--- config.mk ---
export PLATFORM = sky130hd
export DESIGN_NAME = axi_burst_writer
export DESIGN_NICKNAME = d
export VERILOG_FILES = /design/src/rtl/axi_burst_writer_pkg.sv /design/src/rtl/axi_burst_writer.sv
export SDC_FILE = /design/constraint.sdc
export NUM_CORES = 1
export LEC_CHECK = 0
export ABC_AREA = 1
export BUFFER_PORTS_ARGS = -buffer_cell sky130_fd_sc_hd__clkbuf_2
export CORE_ASPECT_RATIO = 0.75
export CORE_MARGIN = 1
export CORE_UTILIZATION = 43
export DETAILED_ROUTE_END_ITERATION = 10
export GPL_ROUTABILITY_DRIVEN = 0
export PLACE_DENSITY = 0.85
export SLEW_MARGIN = 40
export SYNTH_ARGS = -nofsm -noshare
export SYNTH_HDL_FRONTEND = slang
export SYNTH_SLANG_ARGS = --single-unit
--- constraint.sdc ---
create_clock -name ACLK -period 3.3 [get_ports ACLK]
set_input_delay 0.33 -clock ACLK [delete_from_list [all_inputs] [get_ports ACLK]]
set_output_delay 0.33 -clock ACLK [all_outputs]
set_load 0.05 [all_outputs]
--- src/rtl/axi_burst_writer_pkg.sv ---
// Shared types and AXI constants for the stream-to-DDR burst writer.
package axi_burst_writer_pkg;

    typedef enum logic [2:0] {
        IDLE = 3'd0,
        AW   = 3'd1,
        W    = 3'd2,
        B    = 3'd3,
        DONE = 3'd4
    } state_t;

    localparam int          AXI_ID_WIDTH   = 4;
    localparam int          AXI_USER_WIDTH = 1;
    localparam logic [1:0]  BURST_INCR     = 2'b01;
    localparam logic [1:0]  RESP_OKAY      = 2'b00;
    localparam logic [3:0]  CACHE_DEFAULT  = 4'b0011;

    // AWLEN for the next burst: min(beats left, max burst) - 1.
    function automatic logic [7:0] beats_to_awlen(input logic [31:0] beats,
                                                  input logic [31:0] max_burst);
        logic [31:0] n;
        n = (beats < max_burst) ? beats : max_burst;
        return 8'(n - 32'd1);
    endfunction

endpackage

--- src/rtl/axi_burst_writer.sv ---
// Stream-to-DDR write engine: splits a (base, beat count) command into INCR
// bursts on an AXI4 master write port, one burst outstanding at a time.
// Optional build macro AXI_WR_ERR_CNT_EN adds a saturating err_cnt output.
module axi_burst_writer
    import axi_burst_writer_pkg::*;
#(
    parameter int ADDR_WIDTH = 32,
    parameter int DATA_WIDTH = 64,
    parameter int MAX_BURST  = 16,
    parameter int LEN_WIDTH  = 24
) (
    input  logic                      ACLK,
    input  logic                      ARESETN,
    input  logic                      start,
    input  logic [ADDR_WIDTH-1:0]     base_addr,
    input  logic [LEN_WIDTH-1:0]      num_beats,
    input  logic [DATA_WIDTH-1:0]     s_data,
    input  logic                      s_valid,
    output logic                      s_ready,
    output logic                      busy,
    output logic                      done,
    output logic                      bresp_err,
`ifdef AXI_WR_ERR_CNT_EN
    output logic [15:0]               err_cnt,
`endif
    output logic [AXI_ID_WIDTH-1:0]   M_AXI_AWID,
    output logic [ADDR_WIDTH-1:0]     M_AXI_AWADDR,
    output logic [7:0]                M_AXI_AWLEN,
    output logic [2:0]                M_AXI_AWSIZE,
    output logic [1:0]                M_AXI_AWBURST,
    output logic                      M_AXI_AWLOCK,
    output logic [3:0]                M_AXI_AWCACHE,
    output logic [2:0]                M_AXI_AWPROT,
    output logic [3:0]                M_AXI_AWQOS,
    output logic [AXI_USER_WIDTH-1:0] M_AXI_AWUSER,
    output logic                      M_AXI_AWVALID,
    input  logic                      M_AXI_AWREADY,
    output logic [DATA_WIDTH-1:0]     M_AXI_WDATA,
    output logic [DATA_WIDTH/8-1:0]   M_AXI_WSTRB,
    output logic                      M_AXI_WLAST,
    output logic [AXI_USER_WIDTH-1:0] M_AXI_WUSER,
    output logic                      M_AXI_WVALID,
    input  logic                      M_AXI_WREADY,
    input  logic [AXI_ID_WIDTH-1:0]   M_AXI_BID,
    input  logic [1:0]                M_AXI_BRESP,
    input  logic [AXI_USER_WIDTH-1:0] M_AXI_BUSER,
    input  logic                      M_AXI_BVALID,
    output logic                      M_AXI_BREADY
);

    localparam int BYTES     = DATA_WIDTH / 8;
    localparam int SIZE_LOG2 = $clog2(BYTES);

    // A burst of MAX_BURST beats starting on an aligned base must fit in 4KB.
    generate
        if (MAX_BURST < 1 || MAX_BURST > 256 || MAX_BURST * BYTES > 4096) begin : g_bad_cfg
            $error("axi_burst_writer: MAX_BURST*bytes must be 1..4096 and MAX_BURST <= 256");
        end
    endgenerate

    state_t                state, state_nxt;
    logic [ADDR_WIDTH-1:0] cur_addr;
    logic [LEN_WIDTH-1:0]  remaining;
    logic [7:0]            beat_cnt;
    logic                  bresp_err_q;
    logic [7:0]            awlen;
    logic [8:0]            burst_beats;
    logic                  w_fire, w_last, b_fire, last_burst;
    logic                  unused_b_sideband;

    // Burst size is derived from the live remaining count; it only changes on
    // the B handshake, so AW fields and WLAST stay stable through stalls.
    assign awlen       = beats_to_awlen(32'(remaining), 32'(MAX_BURST));
    assign burst_beats = {1'b0, awlen} + 9'd1;
    assign w_last      = (state == W) && (beat_cnt == awlen);
    assign w_fire      = (state == W) && s_valid && M_AXI_WREADY;
    assign b_fire      = (state == B) && M_AXI_BVALID;
    assign last_burst  = (remaining == LEN_WIDTH'(burst_beats));

    assign M_AXI_AWID    = '0;
    assign M_AXI_AWADDR  = cur_addr;
    assign M_AXI_AWLEN   = awlen;
    assign M_AXI_AWSIZE  = 3'(SIZE_LOG2);
    assign M_AXI_AWBURST = BURST_INCR;
    assign M_AXI_AWLOCK  = 1'b0;
    assign M_AXI_AWCACHE = CACHE_DEFAULT;
    assign M_AXI_AWPROT  = '0;
    assign M_AXI_AWQOS   = '0;
    assign M_AXI_AWUSER  = '0;
    assign M_AXI_WDATA   = s_data;
    assign M_AXI_WSTRB   = '1;
    assign M_AXI_WLAST   = w_last;
    assign M_AXI_WUSER   = '0;
    assign bresp_err     = bresp_err_q;

    // Only one burst is ever outstanding, so the B id/user carry no information.
    assign unused_b_sideband = ^{M_AXI_BID, M_AXI_BUSER};

    // State register.
    always_ff @(posedge ACLK) begin
        if (!ARESETN) state <= IDLE;
        else          state <= state_nxt;
    end

    // Next-state and handshake outputs; the W channel is a pure pass-through.
    always_comb begin
        state_nxt     = state;
        M_AXI_AWVALID = 1'b0;
        M_AXI_WVALID  = 1'b0;
        M_AXI_BREADY  = 1'b0;
        s_ready       = 1'b0;
        busy          = 1'b1;
        done          = 1'b0;
        case (state)
            IDLE: begin
                busy = 1'b0;
                if (start) state_nxt = (num_beats == '0) ? DONE : AW;
            end
            AW: begin
                M_AXI_AWVALID = 1'b1;
                if (M_AXI_AWREADY) state_nxt = W;
            end
            W: begin
                M_AXI_WVALID = s_valid;
                s_ready      = M_AXI_WREADY;
                if (w_fire && w_last) state_nxt = B;
            end
            B: begin
                M_AXI_BREADY = 1'b1;
                if (M_AXI_BVALID) state_nxt = last_burst ? DONE : AW;
            end
            DONE: begin
                busy      = 1'b0;
                done      = 1'b1;
                state_nxt = IDLE;
            end
            default: state_nxt = IDLE;
        endcase
    end

    // Address/beat bookkeeping: latch on start, count beats, advance on B.
    always_ff @(posedge ACLK) begin
        if (!ARESETN) begin
            cur_addr    <= '0;
            remaining   <= '0;
            beat_cnt    <= '0;
            bresp_err_q <= 1'b0;
        end else begin
            if (state == IDLE && start) begin
                cur_addr    <= base_addr;
                remaining   <= num_beats;
                beat_cnt    <= '0;
                bresp_err_q <= 1'b0;
            end
            if (w_fire) beat_cnt <= w_last ? 8'd0 : beat_cnt + 8'd1;
            if (b_fire) begin
                bresp_err_q <= bresp_err_q | (M_AXI_BRESP != RESP_OKAY);
                remaining   <= remaining - LEN_WIDTH'(burst_beats);
                cur_addr    <= cur_addr + (ADDR_WIDTH'(burst_beats) << SIZE_LOG2);
            end
        end
    end

`ifdef AXI_WR_ERR_CNT_EN
    // Saturating count of non-OKAY responses since the last accepted start.
    always_ff @(posedge ACLK) begin
        if (!ARESETN)                                            err_cnt <= '0;
        else if (state == IDLE && start)                         err_cnt <= '0;
        else if (b_fire && M_AXI_BRESP != RESP_OKAY && err_cnt != 16'hFFFF)
                                                                 err_cnt <= err_cnt + 16'd1;
    end
`endif

endmodule

==> out/metrics.cfg <==
[layout]
fin_nets = 1201
instances_no_fill = 1224
final_util_pct = 59.47
area_growth_pct = 35.10
antennaDiodeCount = 0
drive_above_1_share_pct = 39.03

[synthesis]
netlist.area_leader.share_pct = 23.84
ys.flop_type = dfxtp_1
yosysMostFrequentCell = nand2_1
synthTopCellsByCount = nand2_1, inv_1, buf_4
synthSimpleGateAreaFrac_pct = 32.23
synthAdderAreaFrac_pct = 4.294
yosys.area.top_type = dfxtp_1
synth_top_family_by_area = simple AND/OR/NAND/NOR gates
synthCells = 896
async_reset_ff_share_pct = 0
syn_area_um2 = 5710
syn_avg_cell_area_um2 = 6.373
synth-compound-area-share_pct = 15.73
synthXorXnorAreaFrac_pct = 2.147
synth_seq_area_share_pct = 23.84
synth.mux.area_fraction_pct = 0
synth-seq-cells = 68
yosysUniqueCellTypes = 46
synthTopCellsByArea = dfxtp_1, nand2_1, buf_4
ys_warn_count = 0
synth-edff-count = 0

[sta]
final-hold-violation-count = 0
final_max_slew_viol_count = 0
max_slew_margin_pct = 51.91
fin_crit_sh_pct = 108.6
min_period_ps = 3583
timing.fmax_ghz = 0.2791
setup_viol = 36
tightest_slew_ps = 721.4
finClkSkew_ps = 8.212
rsz0062_at_grt = yes
finalWorstSetupSlack_ps = -283.3

[worst_setup_path]
endpoint = M_AXI_AWADDR[18]$_SDFFE_PN0P_
crit_fanout = 5
r2r_slack_ps = -280
critPathKind = reg2reg
critical_path.startpoint = remaining[6]$_SDFFE_PN0P_
r2r_start = remaining[6]$_SDFFE_PN0P_
crit_required_ps = 3570
cp.arrival_ps = 3850
crit_path_end_kind = flop
ff2ff_path_depth = 25
start_kind = flop
worst_r2r_endpoint = M_AXI_AWADDR[18]$_SDFFE_PN0P_

[cts]
cts-hold-fix-buffers = 0
cts-buffers-inserted = 9
h-tree-depth = 3
clk_latency_ps = 350
clock_path_buffers = 2
cts_tree = done
cts.sinks = 68
clk_pin_slew_ps = 60
cts-root-buf = clkbuf_16

[drt]
antenna_left = 0
top_layer = met4
met3WireLength_mm = 2.249
route.met2.wl_mm = 9.093
m1WireLength_mm = 8.035
first_pass_iters = 6
drt_iter0_drc = 691
viasPerCell = 5.497
vias = 6728
drc = 0
wirelength_mm = 20.01
routedWlPerCell_um = 16.35

[power_and_ir_drop]
intPower_mw = 3.613
pwr_density_cell_nw_per_um2 = 921.6
finalPower_mw = 7.110
p_seq_share_pct = 16.5
power.share.combinational_pct = 69.9
p_switching_mw = 3.497
p_leak_nw = 3.538
ir_drop_v = 0.0005025
p_sw_share_pct = 49.18
clockPowerShare_pct = 13.6

[placed_design]
numPortBuffers = 112
dp_cells = 1173
dp_hpwl_mm = 12.81

[global_routing]
grt_pass1_wl_mm = 28.41
grt_max_degree = 62
grt_usage_pct = 26.62
grt_pass1_vias = 5788
gr-total-overflow = 0
antenna_found_initial = 0

[run_status]
status = finished with violations
violations = setup timing

[die]
initial_core_util_pct = 44.02
die_y_um = 101.8
fp.dieW_um = 135.1
core_um2 = 12970
io_pins = 277
row_count = 36
die_area_um2 = 13750

[run]
maxCapViolCount = 0

[worst_hold_path]
worst_hold_path_type = in2reg
min-delay-start = base_addr[1]
holdPathStages = 3

-- metrics by stage --
stage / setup WS (ps) / TNS (ps) / area [um2] / hold slack [ps]
finish: -283.3 / -5007 / 7715 / 211.3
global placement: -130.0 / -855.5 / 6565 / 457.0
CTS: -159.4 / -1222 / 7041 / 203.6
global route: -423.3 / -10990 / 7715 / 242.7
detailed placement: -259.2 / -3073 / 6565 / 462.8
floorplan: -90.87 / -400.4 / 5993 / 447.6
-- sequential cells by signal, summed over array words and instances (netlist names) --
register      count
M_AXI_AWADDR     32
beat_cnt          8
bresp_err         1
state             3
remaining        24
-- logic make-up (layout without fill, tap and decap cells) --
| group | count (synthesis) | in the layout |
|---|---|---|
| adders and majority gates | 19 | 19 |
| buffers and inverters | 227 | 354 |
| DFF | 68 | 68 |
| AOI/OAI and AO/OA | 157 | 157 |
| and+or+nand+nor | 409 | 409 |
| other | 2 | 32 |
| xor gates and xnor gates | 14 | 14 |
-- layout make-up --
cell class / instances / area [um2]
fill: 1124 / 5258
sequential: 68 / 1370
multi-input combinational: 631 / 3900
clock inverter: 2 / 35.03
timing repair buffer: 227 / 1514
inverter: 111 / 437.9
tap: 171 / 214.0
clock buffer: 14 / 244.0
-- power by group through the flow --
stage,Sequential [mW],Combinational [mW],Clock [mW]
global placement,1.16,3.45,0
finish,1.17,4.97,0.966
CTS,1.15,3.88,0.969
global route,1.19,5.29,1.01
detailed placement,1.16,3.54,0
floorplan,1.42,2.34,0
-- worst max-delay path, stage by stage (launching register included) --
cell     delay (ps)
dfxtp_1         320
nor2_1          190
nand2_1         100
nor2_2          130
nand2_2          80
nor2_4          230
nand2_8          70
ha_4            210
inv_4            80
nand2_1         110
nand2_4         130
inv_2            60
nor2_2          130
o21ai_2          90
inv_2            80
ha_4            200
a21oi_1         250
o21ai_2         110
a21oi_4         180
nor2_4           50
nand2_2          90
nor2_4           60
buf_4           140
a21oi_1         160
o21ai_0         110
a31oi_1         140
-- cell usage in the layout, fill, tap and decap left out, types with 7 or more instances in the layout --
master	count
a21oi_1	34
a21oi_2	14
a31oi_1	40
buf_4	95
buf_6	20
clkbuf_16	9
clkbuf_2	111
conb_1	32
dfxtp_1	61
dfxtp_2	7
ha_1	7
ha_4	10
inv_1	85
inv_2	17
nand2_1	180
nand2_2	22
nand2_4	12
nand3_1	38
nand3_2	11
nand4_1	11
nor2_1	60
nor2_2	16
nor2_4	18
nor3_1	17
o21ai_0	31
o21ai_1	8
o21ai_2	7
xor2_1	10
-- metal layers --
layer,up-vias,global-route usage [%]
met1,3118,33.73
met5,-,0
met3,67,9.409
met2,426,41.59
li1,3117,-
met4,0,10.11
-- worst min-delay path by stage --
| stage | slack (ps) | to |
|---|---|---|
| 2_1_floorplan | 450 | remaining[3]$_SDFFE_PN0P_ |
| 3_3_place_gp | 460 | bresp_err$_SDFFE_PN0P_ |
| 3_5_place_dp | 460 | bresp_err$_SDFFE_PN0P_ |
| 4_1_cts | 200 | M_AXI_AWADDR[1]$_SDFFE_PN0P_ |
| 5_1_grt | 240 | M_AXI_AWADDR[0]$_SDFFE_PN0P_ |
| 6_report | 210 | M_AXI_AWADDR[1]$_SDFFE_PN0P_ |
-- timing repair --
action / in CTS / in global routing
setup buffers: 13 / 23
setup endpoints to repair: 32 / 43
pin swaps: 30 / 55
gates resized for setup: 27 / 135
(Power assumes the default switching activity.)
